### config.mk
export PLATFORM = sky130hd
export DESIGN_NAME = reg_write_arbiter_flat
export DESIGN_NICKNAME = d
export VERILOG_FILES = /design/src/rtl/reg_write_arbiter_if.sv /design/src/rtl/reg_write_arbiter.sv /design/src/flat_wrapper.sv
export SDC_FILE = /design/constraint.sdc
export NUM_CORES = 1
export LEC_CHECK = 0
export CAP_MARGIN = 20
export CORE_ASPECT_RATIO = 0.7
export CORE_MARGIN = 1
export CORE_UTILIZATION = 30
export CTS_CLUSTER_DIAMETER = 50
export DETAILED_ROUTE_END_ITERATION = 10
export HOLD_SLACK_MARGIN = 0.02
export PLACE_DENSITY_LB_ADDON = 0.15
export SLEW_MARGIN = 20
export SYNTH_ARGS = -nofsm -noshare
export SYNTH_HDL_FRONTEND = slang
export SYNTH_SLANG_ARGS = --single-unit
### constraint.sdc
create_clock -name clk -period 3.1 [get_ports clk]
set_input_delay 0.62 -clock clk [delete_from_list [all_inputs] [get_ports clk]]
set_output_delay 0.62 -clock clk [all_outputs]
set_load 0.03 [all_outputs]
### src/rtl/reg_write_arbiter_if.sv
// reg_write_arbiter_if: requester/bank bus between datapath masters and the write arbiter.
// Optional REG_WRITE_LOCK_EN adds lock_mask and err.
interface reg_write_arbiter_if #(
  parameter int NUM_REQ  = 4,
  parameter int NUM_REGS = 8,
  parameter int WIDTH    = 32,
  parameter int ADDR_W   = 3
);
  logic [NUM_REQ-1:0]        req;
  logic [NUM_REQ*ADDR_W-1:0] req_addr;
  logic [NUM_REQ*WIDTH-1:0]  req_data;
  logic [NUM_REQ-1:0]        gnt;
  logic [NUM_REGS-1:0]       reg_we;
  logic [WIDTH-1:0]          reg_wdata;
  logic [NUM_REQ-1:0]        done;
`ifdef REG_WRITE_LOCK_EN
  logic [NUM_REGS-1:0]       lock_mask;
  logic [NUM_REQ-1:0]        err;
  modport master (output req, req_addr, req_data, lock_mask, input gnt, reg_we, reg_wdata, done, err);
  modport slave  (input req, req_addr, req_data, lock_mask, output gnt, reg_we, reg_wdata, done, err);
`else
  modport master (output req, req_addr, req_data, input gnt, reg_we, reg_wdata, done);
  modport slave  (input req, req_addr, req_data, output gnt, reg_we, reg_wdata, done);
`endif
endinterface

### src/rtl/reg_write_arbiter.sv
// reg_write_arbiter: round-robin single-write-per-cycle arbiter driving a shared register bank.
// Optional REG_WRITE_LOCK_EN: per-register lock mask; locked/out-of-range writes raise err.
module reg_write_arbiter #(
  parameter int NUM_REQ  = 4,
  parameter int NUM_REGS = 8,
  parameter int WIDTH    = 32,
  parameter int ADDR_W   = 3
) (
  input  logic               clk,
  input  logic               Reset,
  reg_write_arbiter_if.slave bus
);
  localparam int PTR_W = (NUM_REQ > 1) ? $clog2(NUM_REQ) : 1;
  logic [PTR_W-1:0]    ptr_q, ptr_d, gidx, idx;
  logic [NUM_REGS-1:0] we_q, we_d, dec;
  logic [WIDTH-1:0]    wdata_q, wdata_d;
  logic [NUM_REQ-1:0]  done_q, done_d, gnt;
  logic [ADDR_W-1:0]   addr;
  logic                xfer, locked;
`ifdef REG_WRITE_LOCK_EN
  logic [NUM_REQ-1:0]  err_q, err_d;
  logic                hit;
`endif
  // first asserted request at or after ptr wins; a grant is itself a completed transfer
  always_comb begin
    gnt = '0;
    gidx = '0;
    idx = '0;
    xfer = 1'b0;
    for (int k = 0; k < NUM_REQ; k++) begin
      idx = PTR_W'((int'(ptr_q) + k) % NUM_REQ);
      if (!xfer && bus.req[idx]) begin
        xfer = 1'b1;
        gidx = idx;
      end
    end
    if (xfer) gnt[gidx] = 1'b1;
  end
  always_comb begin
    addr = bus.req_addr[int'(gidx)*ADDR_W +: ADDR_W];
    dec = '0;
    for (int r = 0; r < NUM_REGS; r++) dec[r] = (int'(addr) == r);
`ifdef REG_WRITE_LOCK_EN
    hit = |dec;
    locked = |(dec & bus.lock_mask);
    err_d = (!hit || locked) ? gnt : '0;
`else
    locked = 1'b0;
`endif
    we_d = (xfer && !locked) ? dec : '0;
    wdata_d = xfer ? bus.req_data[int'(gidx)*WIDTH +: WIDTH] : wdata_q;
    done_d = gnt;
    ptr_d = !xfer ? ptr_q : (int'(gidx) == NUM_REQ - 1) ? '0 : gidx + 1'b1;
  end
  always_ff @(posedge clk or negedge Reset) begin
    if (!Reset) begin
      ptr_q <= '0;
      we_q <= '0;
      wdata_q <= '0;
      done_q <= '0;
`ifdef REG_WRITE_LOCK_EN
      err_q <= '0;
`endif
    end else begin
      ptr_q <= ptr_d;
      we_q <= we_d;
      wdata_q <= wdata_d;
      done_q <= done_d;
`ifdef REG_WRITE_LOCK_EN
      err_q <= err_d;
`endif
    end
  end
  assign bus.gnt = gnt;
  assign bus.reg_we = we_q;
  assign bus.reg_wdata = wdata_q;
  assign bus.done = done_q;
`ifdef REG_WRITE_LOCK_EN
  assign bus.err = err_q;
`endif
endmodule

### src/flat_wrapper.sv
// flat-port wrapper written by rule: the top's interface ports become plain ports
module reg_write_arbiter_flat 
#(
  parameter int NUM_REQ  = 4,
  parameter int NUM_REGS = 8,
  parameter int WIDTH    = 32,
  parameter int ADDR_W   = 3
)
  (clk, Reset, bus_req, bus_req_addr, bus_req_data, bus_gnt, bus_reg_we, bus_reg_wdata, bus_done);
  reg_write_arbiter_if #(.NUM_REQ(NUM_REQ), .NUM_REGS(NUM_REGS), .WIDTH(WIDTH), .ADDR_W(ADDR_W)) bus_i ();
  input  logic clk;
  input  logic Reset;
  input wire logic [$bits(bus_i.req)-1:0] bus_req;
  input wire logic [$bits(bus_i.req_addr)-1:0] bus_req_addr;
  input wire logic [$bits(bus_i.req_data)-1:0] bus_req_data;
  output wire logic [$bits(bus_i.gnt)-1:0] bus_gnt;
  output wire logic [$bits(bus_i.reg_we)-1:0] bus_reg_we;
  output wire logic [$bits(bus_i.reg_wdata)-1:0] bus_reg_wdata;
  output wire logic [$bits(bus_i.done)-1:0] bus_done;
  assign bus_i.req = bus_req;
  assign bus_i.req_addr = bus_req_addr;
  assign bus_i.req_data = bus_req_data;
  assign bus_gnt = bus_i.gnt;
  assign bus_reg_we = bus_i.reg_we;
  assign bus_reg_wdata = bus_i.reg_wdata;
  assign bus_done = bus_i.done;
  reg_write_arbiter #(.NUM_REQ(NUM_REQ), .NUM_REGS(NUM_REGS), .WIDTH(WIDTH), .ADDR_W(ADDR_W)) u_core (.clk(clk), .Reset(Reset), .bus(bus_i));
endmodule
== After elaboration in Yosys (flattened, before gate mapping) ==
Cells that the tools add are included.

* Flip-flop bits (word level): 46
* Input port bits: 146
* Output and inout bits: 48
* Logic and storage cells: 54

* Add/subtract/negate cells: 4
* Multipliers: 1
* Magnitude comparators: 6
* Equality and inequality tests: 8
* Shift operators: 2
* Muxes and demuxes: 21
* Reductions and logical operators: 8

{| class="wikitable"
|+ Operators by type and width
! cell !! count
|-
| $shiftx A128 B8 Y32 || 1
|-
| $shiftx A12 B32 Y3 || 1
|-
| $lt A2 B3 Y1 const B || 5
|-
| $eq A3 B3 Y1 const B || 4
|-
| $mux W2 || 5
|-
| $mux W1 || 9
|-
| $bmux W1 S2 || 4
|-
| $mux W8 || 1
|-
| $eq A3 B2 Y1 const B || 2
|-
| $add A2 B1 Y2 const B || 2
|-
| $add A2 B2 Y2 const B || 2
|-
| $logic_and A1 B1 Y1 || 4
|-
| $mul A2 B2 Y4 const B || 1
|-
| $mux W4 || 1
|-
| $eq A3 B1 Y1 const B || 1
|-
| $logic_not A1 Y1 || 3
|-
| $logic_not A3 Y1 || 1
|-
| $demux W1 S2 || 1
|-
| $eq A2 B1 Y1 const B || 1
|-
| $ge A2 B1 Y1 const B || 1
|}

== Logic depth before layout (Yosys ltp) ==
* Depth in word-level cells: 17
* Mapped depth: 10

== Least setup slack after synthesis ==
No wires, ideal clock.

* Path kind: in2out
* From: input port bus_req[2]
* To: output port bus_gnt[0]
* Arrival time: 2082 ps
* Data required time: 2480 ps
* Path slack: 398 ps
* Stages on the path: 10
* Buffers on the path: 4
* Cell sequence: nor2b_2 nor2_2 o221a_1 buf_6 inv_4 buf_12 buf_12 buf_4 ha_1 and2_1

* Longest elaborated chain between the ends: 17
* Elaborated cells between the ends (all ways): 28
* Classes of those cells: order compare (2); mux (19); reduce/logical (7)

{| class="wikitable"
|+ Ends and longest elaborated chain
! element !! RTL line !! RTL
|-
| start: declaration || flat_wrapper.sv:13 || <nowiki>input wire logic [$bits(bus_i.req)-1:0] bus_req;</nowiki>
|-
| $bmux W1 S2 || reg_write_arbiter.sv:32 || <nowiki>if (!xfer && bus.req[idx]) begin</nowiki>
|-
| $mux W1 (not written as such) || reg_write_arbiter.sv:32 ||
|-
| $mux W1 || reg_write_arbiter.sv:32 ||
|-
| $logic_not A1 Y1 || reg_write_arbiter.sv:32 ||
|-
| $logic_and A1 B1 Y1 || reg_write_arbiter.sv:32 ||
|-
| $mux W1 || reg_write_arbiter.sv:32 ||
|-
| $logic_not A1 Y1 || reg_write_arbiter.sv:32 ||
|-
| $logic_and A1 B1 Y1 || reg_write_arbiter.sv:32 ||
|-
| $mux W1 || reg_write_arbiter.sv:32 ||
|-
| $logic_not A1 Y1 || reg_write_arbiter.sv:32 ||
|-
| $logic_and A1 B1 Y1 || reg_write_arbiter.sv:32 ||
|-
| $mux W2 || reg_write_arbiter.sv:32 ||
|-
| $lt A2 B3 Y1 (not written as such) / $ge A2 B1 Y1 (equally long branches) || reg_write_arbiter.sv:37 || <nowiki>if (xfer) gnt[gidx] = 1'b1;</nowiki>
|-
| $logic_and A1 B1 Y1 (not written as such) || reg_write_arbiter.sv:37 ||
|-
| $mux W1 (not written as such) || reg_write_arbiter.sv:37 ||
|-
| $demux W1 S2 || n/a ||
|-
| $mux W4 * || reg_write_arbiter.sv:37 ||
|-
| end: declaration || flat_wrapper.sv:16 || <nowiki>output wire logic [$bits(bus_i.gnt)-1:0] bus_gnt;</nowiki>
|}

Every way passes the cells marked *; elsewhere a longest branch is shown, timed or not. The select of a mux whose other input is x is not followed.

== Worst setup path after layout ==
* From: input port bus_req[0]
* To: output port bus_gnt[3]

The elaborated chain is that of the path after synthesis.

==> summary.txt <==
Run status
  • Outcome: complete, no violations

Logic synthesis
  • Top post-synthesis cells by area: dfrtp_1, mux2_2, nand2_1, a31oi_1, o22ai_1
  • Synthesized cell area: 2760 um^2
  • Share of synthesized area spent on multiplexers: 16.4%
  • Synth Instances: 280
  • Syn Area/Cell: 9.86 um^2
  • Post-synthesis sequential area ratio: 41.7%
  • Synth Area in Simple Gates: roughly 16%
  • Post-synth EDFFs: 0
  • Post-synth ARST share: 100%
  • Ys flop type: dfrtp_1
  • Synth top area share: 41.7%
  • Largest family of logic cells by synthesized area: compound AO/OA/AOI/OAI gates
  • Number of distinct library cells after synthesis: 38
  • Synth warn: 0
  • Synth Net Count: 430
  • Most common library cells after synthesis: nand2_1, dfrtp_1, a31oi_1
  • XOR/XNOR Fraction of Synth Area: 0%
  • Cell taking the most area after synthesis: dfrtp_1
  • Most common cell in the synthesized netlist: nand2_1
  • Yosys reg bits: 46
  • Adder-Cell Fraction of Synth Area: 1.81%
  • Post-synthesis compound-gate area fraction: 18.2%

Worst setup path
  • Peak per-stage delay on the critical path: 0.54 ns
  • RR Endpoint: u_core.bus.reg_wdata[30]$_DFFE_PN0P_
  • Worst path top cell family by delay: buffers and inverters
  • Crit-path cells: clkdlybuf4s50_1 > nor2b_4 > nor2_2 > o221a_4 > buf_8 > ha_1 > and2_1 > buf_4
  • Required @ worst endpoint: 2.48 ns
  • CP bufs+invs: 3
  • Worst Setup Start Kind: primary input
  • R2r setup slk: between 0.8 and 0.9 ns
  • Crit path kind: primary input to primary output
  • R2r worst-path depth: 9
  • Crit Path Max Fanout: 25
  • CP max-delay cell: clkdlybuf4s50_1
  • Critical Path Sink Type: primary output
  • Reg2Reg Launch Point: u_core.ptr_q[0]$_DFFE_PN0P_
  • Critical Path AT: 2.40 ns

Final layout
  • # diodes: 0
  • Area grow syn2layout: 82.6%
  • Layout Nets: 623
  • Fill cells: 787
  • Share of cells above drive strength 1: 17.5%
  • Design area: between 5000 and 6000 um^2

Floorplan
  • # IOs: about 190
  • Die ar.: 9600 um^2
  • Total core area: 8690 um^2
  • Initial Util: 31.8%
  • Number of placement rows: 28
  • Die W: 117 um
  • Chip height: slightly above 80 um

Global routing
  • Grt met3 use: 5.55%
  • First-pass GRT wire length: 14.2 mm
  • GRT overflow: 0
  • Number of global-route vias before repair: ~2.7k
  • Initial antenna violation count: 0
  • Layer with the highest usage: met2
  • Largest net degree at the start of global routing: 47
  • Grt met2 use: 33.5%
  • Global-route total usage across every layer: between 10% and 20%
  • Met1 usage: 25.0%

Timing
  • Final setup fails: 0
  • Tmin final: 3.02 ns
  • Max Fclk: 0.331 GHz
  • Worst Skew: 0.00464 ns
  • Hold Vio Cnt, Final: 0
  • Worst slew pin tran: 0.600 ns
  • Period utilization: 97.5%
  • RSZ-0062 raised after global routing: no
  • Slew Limit Fails: 0
  • Setup tns final: 0 ns
  • Slew HR: 60.0%

Routing
  • Average wire per standard cell: 16.5 um
  • DRC: 0
  • First-pass DRT Iterations: 4
  • WL final: 9.78 mm
  • Number of routed nets with antenna violations: 0
  • Vias per cell: 4.95
  • DR iter-0 viols: 111
  • Vias: 2940

CTS
  • Total CTS buffers: 5
  • Clk Latency, worst-skew pair: 0.28 ns
  • H-tree depth: 2
  • TritonCTS Sinks: 46
  • Root buf cell: clkbuf_16
  • Setup bufs post-CTS: 0
  • Max clock buf depth: 2
  • TritonCTS clock tree: done
  • Clock transition at path regs: ~0.06 ns

Placement
  • DP HPWL: 7.25 mm
  • GPL Wtd Cong: roughly 0.8
  • Port Buffers: roughly 190
  • Dpl cell area: about 4800 um^2

Pwr
  • P_leak: approximately 0.0021 uW
  • Max VDD drop: approximately 380 uV
  • Cell Pwr Density: 889 nW/um^2

Run
  • # Max-Cap Violations: 0

Min path
  • Hold WC Path Type: primary input to asynchronous set/reset pin
logic make-up (layout without fill, tap and decap cells):
family | after synthesis | in the layout
compound gates | 74 | 74
buf+inv | 24 | 218
flops | 46 | 46
fa+ha+maj | 4 | 4
simple gates | 93 | 93
mux | 39 | 39
how the worst max path moves through the flow:
stage               start         end  slack (ns)  cells after the start
2_1_floorplan  bus_req[2]  bus_gnt[0]        0.40                     10
3_3_place_gp   bus_req[0]  bus_gnt[0]       -0.25                      9
3_5_place_dp   bus_req[0]  bus_gnt[1]       -0.29                      9
4_1_cts        bus_req[0]  bus_gnt[3]       0.006                      8
5_1_grt        bus_req[0]  bus_gnt[3]        0.01                      9
6_report       bus_req[0]  bus_gnt[3]        0.08                      8
power breakdown:
part,switching [uW],leakage (uW),internal [uW]
sequential,159,0.000550,889
combinational,1500,0.00142,1230
clock,222,0.0000971,484
through the flow:
step                      total power (uW)  hold WS (ns)  cells  utilization (%)  setup WS [ns]
after floorplan                       2710         0.324    280                -          0.398
after global placement                3730         0.557    586             55.2         -0.251
after detailed placement              3770         0.567    586             55.2         -0.290
after CTS                             4510         0.572    594             57.7        0.00648
after global routing                  4730         0.391    594             58.0         0.0140
final                                 4480         0.338    594             58.0         0.0786
flip-flops by register name, summed over array words and instances (netlist names):
| signal | cells |
|---|---|
| u_core.bus.reg_wdata | 32 |
| u_core.bus.reg_we | 8 |
| u_core.bus.done | 4 |
| u_core.ptr_q | 2 |
timing repair:
action / 4_1_cts / 5_1_grt
setup endpoints to repair: 4 / 4
pin swaps: 0 / 0
hold buffers: 0 / 0
gates resized for setup: 10 / 9
layout make-up:
cell class	count	area (um^2)	area share, %
clock buffers	6	139	2.76
repair buffers	208	2050	40.6
flip-flops and latches	46	1150	22.8
multi-input cells	210	1480	29.4
clock inverters	2	60.1	1.19
well taps	120	150	2.98
inverters	2	10.0	0.199
routing by layer:
layer  routed length [um]  part of all wire (%)  vias up
li1                     -                     -     1412
met1                 4200                    43     1407
met2                 4670                    48      119
met3                  871                   8.9        2
met4                   40                  0.41        0
met5                    0                     0        -
placed cells by master (no fill, tap or decap), types with 2 or more instances in the layout:
master	instances
mux2_2	30
mux2_4	5
nand2_1	67
a31oi_1	32
o21ai_0	2
buf_4	16
clkdlybuf4s50_1	188
dfrtp_1	46
nor2_1	2
nand3_2	2
and3b_1	3
nand3_1	3
nor3b_2	3
o22ai_2	3
nor2b_4	3
o22ai_1	29
clkbuf_16	5
and2_1	4
ha_1	4
bufinv_16	2
mux2i_1	4
Power figures use the tool's default switching activity.
